File: src/rtl/alu_mc.sv
// rtl/alu_mc.sv - multicycle ALU with iterative shift-add MUL and restoring DIV
// Optional build macro ALU_ZERO_SKIP_EN: trivial MUL/DIV cases finish at accept.
module alu_mc #(
  parameter int DATAWIDTH = 32
) (
  input  logic                 clk_i,
  input  logic                 rst_ni,
  input  logic                 flush_i,
  input  logic                 in_valid_i,
  output logic                 in_ready_o,
  input  logic [3:0]           opcode_i,
  input  logic [DATAWIDTH-1:0] a_i,
  input  logic [DATAWIDTH-1:0] b_i,
  output logic                 out_valid_o,
  input  logic                 out_ready_i,
  output logic [DATAWIDTH-1:0] out_o,
  output logic                 zero_o,
  output logic                 neg_o,
  output logic                 divz_o,
  output logic                 illegal_o
);

  localparam int CNTW = $clog2(DATAWIDTH + 1);

  localparam logic [3:0] ADD_OP = 4'h0;
  localparam logic [3:0] SUB_OP = 4'h1;
  localparam logic [3:0] MUL_OP = 4'h2;
  localparam logic [3:0] DIV_OP = 4'h3;
  localparam logic [3:0] AND_OP = 4'h4;
  localparam logic [3:0] OR_OP  = 4'h5;
  localparam logic [3:0] XOR_OP = 4'h6;
  localparam logic [3:0] LW_OP  = 4'h7;
  localparam logic [3:0] SW_OP  = 4'h8;
  localparam logic [3:0] JMP_OP = 4'h9;
  localparam logic [3:0] BEQ_OP = 4'hA;
  localparam logic [3:0] BGT_OP = 4'hB;
  localparam logic [3:0] BLT_OP = 4'hC;
  localparam logic [3:0] LI_OP  = 4'hD;

  typedef enum logic [1:0] {IDLE, BUSY, DONE} state_t;

  state_t               state_q, state_d;
  logic [CNTW-1:0]      cnt_q, cnt_d;
  logic                 is_div_q, is_div_d;
  logic [DATAWIDTH-1:0] mcand_q, mcand_d;
  logic [DATAWIDTH-1:0] mplier_q, mplier_d;
  logic [DATAWIDTH-1:0] acc_q, acc_d;
  logic [DATAWIDTH-1:0] out_q, out_d;
  logic                 zero_q, zero_d;
  logic                 neg_q, neg_d;
  logic                 divz_q, divz_d;
  logic                 ill_q, ill_d;

  logic                 accept;
  logic                 load;
  logic [DATAWIDTH-1:0] res;
  logic                 res_divz;
  logic                 res_ill;
  logic [DATAWIDTH:0]   rem_shift;
  logic [DATAWIDTH:0]   rem_diff;
  logic                 rem_ge;

  assign in_ready_o  = (state_q == IDLE) | ((state_q == DONE) & out_ready_i);
  assign out_valid_o = (state_q == DONE);
  assign out_o       = out_q;
  assign zero_o      = zero_q;
  assign neg_o       = neg_q;
  assign divz_o      = divz_q;
  assign illegal_o   = ill_q;

  always_comb begin
    state_d  = state_q;
    cnt_d    = cnt_q;
    is_div_d = is_div_q;
    mcand_d  = mcand_q;
    mplier_d = mplier_q;
    acc_d    = acc_q;
    out_d    = out_q;
    zero_d   = zero_q;
    neg_d    = neg_q;
    divz_d   = divz_q;
    ill_d    = ill_q;
    load     = 1'b0;
    res      = '0;
    res_divz = 1'b0;
    res_ill  = 1'b0;

    // DIV reuses the MUL registers: mcand holds the divisor, mplier shifts dividend out and quotient in.
    rem_shift = {acc_q, mplier_q[DATAWIDTH-1]};
    rem_diff  = rem_shift - {1'b0, mcand_q};
    rem_ge    = (rem_shift >= {1'b0, mcand_q});
    accept    = in_valid_i & in_ready_o & ~flush_i;

    if (state_q == BUSY) begin
      cnt_d = cnt_q - CNTW'(1);
      if (is_div_q) begin
        if (rem_ge) begin
          acc_d    = rem_diff[DATAWIDTH-1:0];
          mplier_d = {mplier_q[DATAWIDTH-2:0], 1'b1};
        end else begin
          acc_d    = rem_shift[DATAWIDTH-1:0];
          mplier_d = {mplier_q[DATAWIDTH-2:0], 1'b0};
        end
      end else begin
        mcand_d  = mcand_q << 1;
        mplier_d = mplier_q >> 1;
        if (mplier_q[0]) acc_d = acc_q + mcand_q;
      end
      if (cnt_q == CNTW'(1)) begin
        state_d  = DONE;
        load     = 1'b1;
        res      = is_div_q ? mplier_d : acc_d;
        res_divz = is_div_q & (mcand_q == '0);
      end
    end else if (accept) begin
      state_d = DONE;
      load    = 1'b1;
      case (opcode_i)
        ADD_OP, LW_OP, SW_OP, JMP_OP, BEQ_OP, BGT_OP, BLT_OP, LI_OP: res = a_i + b_i;
        SUB_OP: res = a_i - b_i;
        AND_OP: res = a_i & b_i;
        OR_OP:  res = a_i | b_i;
        XOR_OP: res = a_i ^ b_i;
        MUL_OP, DIV_OP: begin
          load     = 1'b0;
          state_d  = BUSY;
          cnt_d    = CNTW'(DATAWIDTH);
          is_div_d = (opcode_i == DIV_OP);
          mcand_d  = (opcode_i == DIV_OP) ? b_i : a_i;
          mplier_d = (opcode_i == DIV_OP) ? a_i : b_i;
          acc_d    = '0;
          divz_d   = 1'b0;
          ill_d    = 1'b0;
`ifdef ALU_ZERO_SKIP_EN
          if ((opcode_i == MUL_OP) && ((a_i == '0) || (b_i == '0))) begin
            state_d = DONE;
            load    = 1'b1;
            cnt_d   = '0;
          end else if ((opcode_i == DIV_OP) && (b_i == '0)) begin
            state_d  = DONE;
            load     = 1'b1;
            cnt_d    = '0;
            res      = '1;
            res_divz = 1'b1;
          end else if ((opcode_i == DIV_OP) && (a_i < b_i)) begin
            state_d = DONE;
            load    = 1'b1;
            cnt_d   = '0;
          end
`endif
        end
        default: res_ill = 1'b1;
      endcase
    end else if ((state_q == DONE) && out_ready_i) begin
      state_d = IDLE;
    end

    if (flush_i) begin
      state_d = IDLE;
      cnt_d   = '0;
    end else if (load) begin
      out_d  = res;
      zero_d = (res == '0);
      neg_d  = res[DATAWIDTH-1];
      divz_d = res_divz;
      ill_d  = res_ill;
    end
  end

  always_ff @(posedge clk_i or negedge rst_ni) begin
    if (!rst_ni) begin
      state_q  <= IDLE;
      cnt_q    <= '0;
      is_div_q <= 1'b0;
      mcand_q  <= '0;
      mplier_q <= '0;
      acc_q    <= '0;
      out_q    <= '0;
      zero_q   <= 1'b0;
      neg_q    <= 1'b0;
      divz_q   <= 1'b0;
      ill_q    <= 1'b0;
    end else begin
      state_q  <= state_d;
      cnt_q    <= cnt_d;
      is_div_q <= is_div_d;
      mcand_q  <= mcand_d;
      mplier_q <= mplier_d;
      acc_q    <= acc_d;
      out_q    <= out_d;
      zero_q   <= zero_d;
      neg_q    <= neg_d;
      divz_q   <= divz_d;
      ill_q    <= ill_d;
    end
  end

endmodule

File: config.mk
export PLATFORM = sky130hd
export DESIGN_NAME = alu_mc
export DESIGN_NICKNAME = d
export VERILOG_FILES = /design/src/rtl/alu_mc.sv
export SDC_FILE = /design/constraint.sdc
export NUM_CORES = 1
export LEC_CHECK = 0
export CAP_MARGIN = 20
export CORE_ASPECT_RATIO = 1.4
export CORE_MARGIN = 8
export CORE_UTILIZATION = 62
export CTS_CLUSTER_SIZE = 20
export DETAILED_ROUTE_END_ITERATION = 6
export GPL_TIMING_DRIVEN = 0
export PLACE_DENSITY = 0.8
export SLEW_MARGIN = 20
export SYNTH_ARGS = -nofsm -noshare
export SYNTH_HDL_FRONTEND = slang
export SYNTH_SLANG_ARGS = --single-unit
File: constraint.sdc
create_clock -name clk_i -period 5.2 [get_ports clk_i]
set_clock_uncertainty 0.15 [all_clocks]
set_input_delay 0.52 -clock clk_i [delete_from_list [all_inputs] [get_ports clk_i]]
set_output_delay 0.52 -clock clk_i [all_outputs]
set_load 0.05 [all_outputs]
* Yosys cells after proc, flatten, opt, wreduce, memory -nomap -nowiden
Index checks and enable logic that the tools add are counted.
** Cells by class
- Add/sub/neg operators :: 5
- $lt $le $gt $ge :: 1
- Equal/unequal tests :: 18
- Mux-type cells :: 51
- Bitwise logic cells :: 10
- Reduce and logical (&&, ||, !) cells :: 19
** Operators by type and width (count)
- two-way mux 32 bit :: 20
- case mux 32 bit (5 select lines) :: 1
- adder 32 bit :: 2
- logical NOT 32 bit :: 2
- subtractor 32 bit :: 2
- >= comparator 33 x 32 -> 1 bit :: 1
- bitwise AND 32 bit :: 1
- OR 32 bit :: 1
- XOR 32 bit :: 1
- == test 4 bit, second input constant :: 6
- two-way mux 6 bit :: 4
- two-way mux 1 bit :: 20
- == test 4 x 3 -> 1 bit, second input constant :: 4
- OR reduction 14 bit :: 1
- two-way mux 2 bit :: 6
- == test 4 x 2 -> 1 bit, second input constant :: 2
- AND reduction 2 bit :: 4
- OR reduction 8 bit :: 1
- == test 6 x 1 -> 1 bit, second input constant :: 1
- AND reduction 3 bit :: 2
- nonzero test 3 bit :: 2
- subtractor 6 x 1 -> 6 bit, second input constant :: 1
- bitwise AND 1 bit :: 4
- == test 4 x 1 -> 1 bit, second input constant :: 1
- other kinds (12) :: 14
** Storage, ports and cells
- Register bits after elaboration :: 141
- Input bits :: 73
- Word-level logic and storage cells :: 115

* Depth between registers and ports, before layout
- Depth in word-level cells :: 9
- Depth in mapped cells :: 22
- Depth with buffers taken out :: 21

* Least setup slack after synthesis
Ideal clock, no wire load.
- Path kind :: input to register
- From :: in opcode_i[1]
- To :: reg zero_q (netlist: zero_o)
- Data arrival time :: 5.089 ns
- Path slack :: -0.115 ns
- Stages on the path :: 21
- Cell sequence :: buf_2 nand2b_1 buf_2 buf_1 buf_1 nor3_1 clkbuf_1 nor2_1 xnor2_1 ha_1 a211oi_1 o21bai_1 nor4bb_1 o31a_2 a31o_2 a2111oi_2 o2111ai_1 or4_1 nor4_2 nand4bb_1 o21ai_1
** On the way
- Word-level cells in the longest chain between the ends :: 6
** Ends and longest elaborated chain
- from (decl) :: line 11 : input logic [3:0] opcode_i,
- == test 4 x 3 -> 1 bit (tied with other cells) :: line 118 : case (opcode_i)
- OR reduction 8 bit / OR reduction 2 bit (equally long branches) :: line 118
- case mux 32 bit (5 select lines) / two-way mux 1 bit (equally long branches) :: line 118
- two-way mux 32 bit / two-way mux 1 bit (equally long branches) :: line 115 : end else if (accept) begin
- two-way mux 32 bit / two-way mux 1 bit (equally long branches) :: line 94 : if (state_q == BUSY) begin
- logical NOT 32 bit / AND reduction 2 bit (equally long branches)
- to (signal assigned) :: line 191 : zero_q <= zero_d;
- to (decl) :: line 49 : logic zero_q, zero_d;
Parallel ways exist; a longest one is shown, timed or not.
A chain may end at the register's enable or synchronous reset.

* Worst setup path after layout
- From :: in opcode_i[2]
- To :: reg zero_q (netlist: zero_o)
The elaborated chain is that of the path after synthesis.

==> results.md <==
Status:
- The flow ran to the end, but the final reports show violations.
- The final reports fail on DRC.

Final layout:
- For this run, the share of the core covered by cells in the final layout is 72.4%.
- The number of standard cells in the layout, taps in and fillers out is between 2,000 and 3,000.
- The layout net count is ~2,500.
- After routing the design area is 0.0188 mm2.
- Registers take between 0.003 and 0.004 mm2.
- The number of fillers in the final layout is 2,150.
- The share of layout cells above drive strength 1 is roughly 6.7%.
- The area added between synthesis and finish is 15.4%.
- The total area of multi-input combinational cells is 0.0119 mm2.

Timing:
- Timing would allow up to approximately 200 MHz.
- The tightest hold path in the finished design has a slack of roughly 0.34 ns.
- At the pin with the least slew margin, the transition time is about 1.2 ns.
- Of the available clock period, the critical path in the final layout requires 96.3%.
- Setup repair after global routing left no endpoint under its margin.
- Setup violations remaining at the end of the flow were counted as 0.
- The minimum period implied by the final worst setup slack is roughly 5 ns.
- In the post-route analysis, the smallest setup slack over all paths is roughly 0.19 ns.
- The count of final max-slew check failures was 0.
- In the final timing run, aggregate negative setup slack is 0 ns.
- The hold violation count in the final report was 0.
- Measured against its own limit, the worst slew margin works out to roughly 22%.

Route:
- The post-route antenna net violation count is 0.
- The sum of routed wire length over all layers is approximately 70,000 um.
- Summing over every cut layer, the via total after detailed routing is 18,900.
- Dividing the detail-routed via count by the number of cells gives between 7 and 8.
- In the routed design, unresolved DRC markers number 4.
- After the first detailed-routing iteration, the DRC count stood at 2,947.
- After detailed routing, the average wire length per cell comes to 26.9 um.
- The first detailed-routing pass ran for 7 iterations.

Critical path:
- Traced cell by cell, the critical path runs through dlygate4sd2_1 -> or3_1 -> clkbuf_4 -> mux2i_1 -> fa_1 -> a211oi_2 -> o21bai_1 -> nor4bb_1 -> o31a_2 -> a31o_2 -> a2111oi_2 -> o2111ai_1 -> or4_4 -> nor4_4 -> nand4bb_1 -> o21ai_1.
- The critical path ends at zero_o.
- The startpoint kind of the worst setup timing path is an input port.
- The data arrival at the endpoint of the critical path is between 5 and 6 ns.
- The critical path endpoint category is a register.
- The cell with the largest stage delay on the worst path is sky130_fd_sc_hd__or4_4.
- The largest single stage delay on the critical path is just over 0.6 ns.
- Along the worst path, the maximum fanout reaches 10.
- The data required time at the worst endpoint is 5.41 ns.
- The type of the setup path with the least slack is input port to register.
- For flop-to-flop paths, the worst setup slack is 0.52 ns.
- In this run the critical register-to-register path is launched from mcand_q[14].
- The critical register-to-register path endpoint is zero_o.
- The source of the critical timing path is opcode_i[2].
- The depth of the worst register-to-register path is 12.

Global routing:
- The global-route usage over all layers is 42.7%.
- The final global-route overflow total is 0.
- The via count of the first global-routing pass came to ~18,000.
- The number of antenna violations at the first check in global routing is 1.
- The first global-routing pass estimated around 100,000 um of wire.
- The maximum number of pins on one net before global-route repair is about 100.

Place:
- The number of instances in the placed design is between 2,000 and 3,000.
- Port buffering added roughly 110 buffers.
- Timing analysis after detailed placement gives a worst setup slack of -2.23 ns.
- The final estimated routing congestion in global placement is between 1 and 1.5.
- The detailed-placement wirelength estimate is between 50,000 and 60,000 um.
- Once placement finished, the instance area stood at 0.0179 mm2.

Floorplanning:
- The starting density of the core is between 60% and 70%.
- The floorplan step defined a core boundary enclosing 0.0260 mm2.
- The initialized floorplan defines 70 standard-cell rows.
- The chip height is slightly above 200 um.
- Pin placement for this block handled approximately 110 I/O pins.
- The die covers 0.0318 mm2.
- The horizontal extent of the die is approximately 150 um.

Clock network:
- CTS saw 140 sinks.
- The root buffer cell chosen for the clock tree is sky130_fd_sc_hd__clkbuf_16.
- TritonCTS created 17 clock buffers.
- After clock tree synthesis, the clock-pin slew on the worst setup and hold paths is 0.07 ns.
- TritonCTS built the clock tree.
- In this run the deepest clock path goes through 2 buffers.
- The later-pin clock latency in the skew report is 0.44 ns.
- In this run the number of H-tree levels came out at 4.

Power and ir drop:
- The power density over cell area is around 530 mW/mm2.
- The sum of internal, switching and leakage power is about 10 mW.
- The leakage dissipation is ~8.4 nW.
- The maximum vdd drop is about 280 uV.

Yosys:
- Dividing the synthesized area by the synthesized cell count gives about 7.6 um2.
- Yosys instantiated no cell more often than sky130_fd_sc_hd__nand2_1.
- After technology mapping, the gate count stands at about 2,100.
- By area the synthesized netlist is led by sky130_fd_sc_hd__dfrtp_1, sky130_fd_sc_hd__ha_1, sky130_fd_sc_hd__a21oi_1.
- The number of nets produced by synthesis is about 2,400.
- The share of synthesized flip-flops with an asynchronous set or reset is between 90% and 100%.
- Yosys mapped the design onto between 90 and 100 distinct sky130hd cell types.
- In this run the biggest area consumer among cell types represents between 20% and 30% of the synthesized area.
- The cell type with the highest aggregate area in the netlist is sky130_fd_sc_hd__dfrtp_1.
- The sequential share of the synthesized area is between 20% and 30%.
- The most used flip-flop cell after synthesis is sky130_fd_sc_hd__dfrtp_1.
- The combined area of all synthesized cells is 0.0163 mm2.
- By count the netlist is led by sky130_fd_sc_hd__nand2_1, sky130_fd_sc_hd__a21oi_1, sky130_fd_sc_hd__o21ai_0.
- Counting flops and latches in the post-synthesis netlist gives 140.
- In this run, synthesis inferred 0 flip-flops with an integrated enable.
- For this run, the number of Yosys warnings is 0.

Hold path:
- The class of the tightest hold or removal check is register to register.

Run:
- Across the run, the number of max-cap violations was 0.
-- critical path: cells and delay by family --
family | cells | cell delay (ns)
AOI/OAI and AO/OA | 7 | 1.61
muxes | 1 | 0.19
and+or+nand+nor | 5 | 1.75
adders and majority gates | 1 | 0.46
buffers and inverters | 2 | 0.67
-- worst min-delay path by stage --
| stage | startpoint | endpoint | slack (ns) | cells past startpoint |
|---|---|---|---|---|
| final | out_o[27] | out_o[27] | 0.34 | 2 |
| after CTS | out_o[27] | out_o[27] | 0.34 | 2 |
| after global placement | out_o[26] | out_o[26] | 0.32 | 1 |
| after detailed placement | rst_ni | out_o[4] | 0.28 | 1 |
| after floorplan | rst_ni | acc_q[0] | 0.07 | 0 |
| after global routing | cnt_q[5] | cnt_q[5] | 0.37 | 1 |
-- registers in the layout (all words and copies together), names as in the netlist, 2 cells and up --
register	flops
mplier_q	32
acc_q	32
state_q	2
mcand_q	32
cnt_q	6
out_o	32
-- power by group --
part	total [mW]	switching, mW	internal [mW]
clock network	1.37	0.527	0.845
logic	6.39	4.02	2.37
registers	2.13	0.677	1.45
-- placed cells by master (no fill, tap or decap), types with 86 or more instances in the layout --
cell	n
sky130_fd_sc_hd__a21oi_1	222
sky130_fd_sc_hd__mux2i_1	86
sky130_fd_sc_hd__clkbuf_1	89
sky130_fd_sc_hd__nand2_1	248
sky130_fd_sc_hd__inv_1	134
sky130_fd_sc_hd__ha_1	159
sky130_fd_sc_hd__o21ai_0	169
sky130_fd_sc_hd__dfrtp_1	140
sky130_fd_sc_hd__nor2_1	114
sky130_fd_sc_hd__clkdlybuf4s50_1	97
-- cell families (layout without fill, tap and decap cells) --
logic type,count (synthesis),in the layout,share of synthesized area [%]
adders and majority gates,164,164,12.7
muxes,97,97,6.10
DFF,140,140,21.5
and+or+nand+nor,596,596,17.0
buffers and inverters,266,410,6.84
xor gates and xnor gates,104,104,5.58
other,0,2,0
AOI/OAI and AO/OA,767,767,30.3
-- final cells by class --
cell class,count,share of cell area [%]
Sequential cell,140,18.6
Multi-Input combinational cell,1728,63.4
Tap cell,324,2.15
Antenna cell,2,0.0266
Buffer,125,3.28
Clock inverter,12,0.976
Inverter,136,2.71
Timing Repair Buffer,117,6.37
Clock buffer,20,2.48
-- timing repair --
action,4_1_cts,5_1_grt
endpoints found under the hold margin,40,0
resized for setup,42,32
hold buffers,1,0
endpoints found under the setup margin,29,5
pin swaps,3,5
buffers inserted,4,2
-- metal layers --
metal | GRT usage [%] | vias up | wire length (um)
met1 | 49.6 | 8694 | 24000
met4 | 31.2 | 0 | 5910
met2 | 67.0 | 1629 | 31200
met3 | 11.3 | 418 | 9070
met5 | 0 | - | 0
li1 | - | 8119 | -
(Power assumes the default switching activity.)
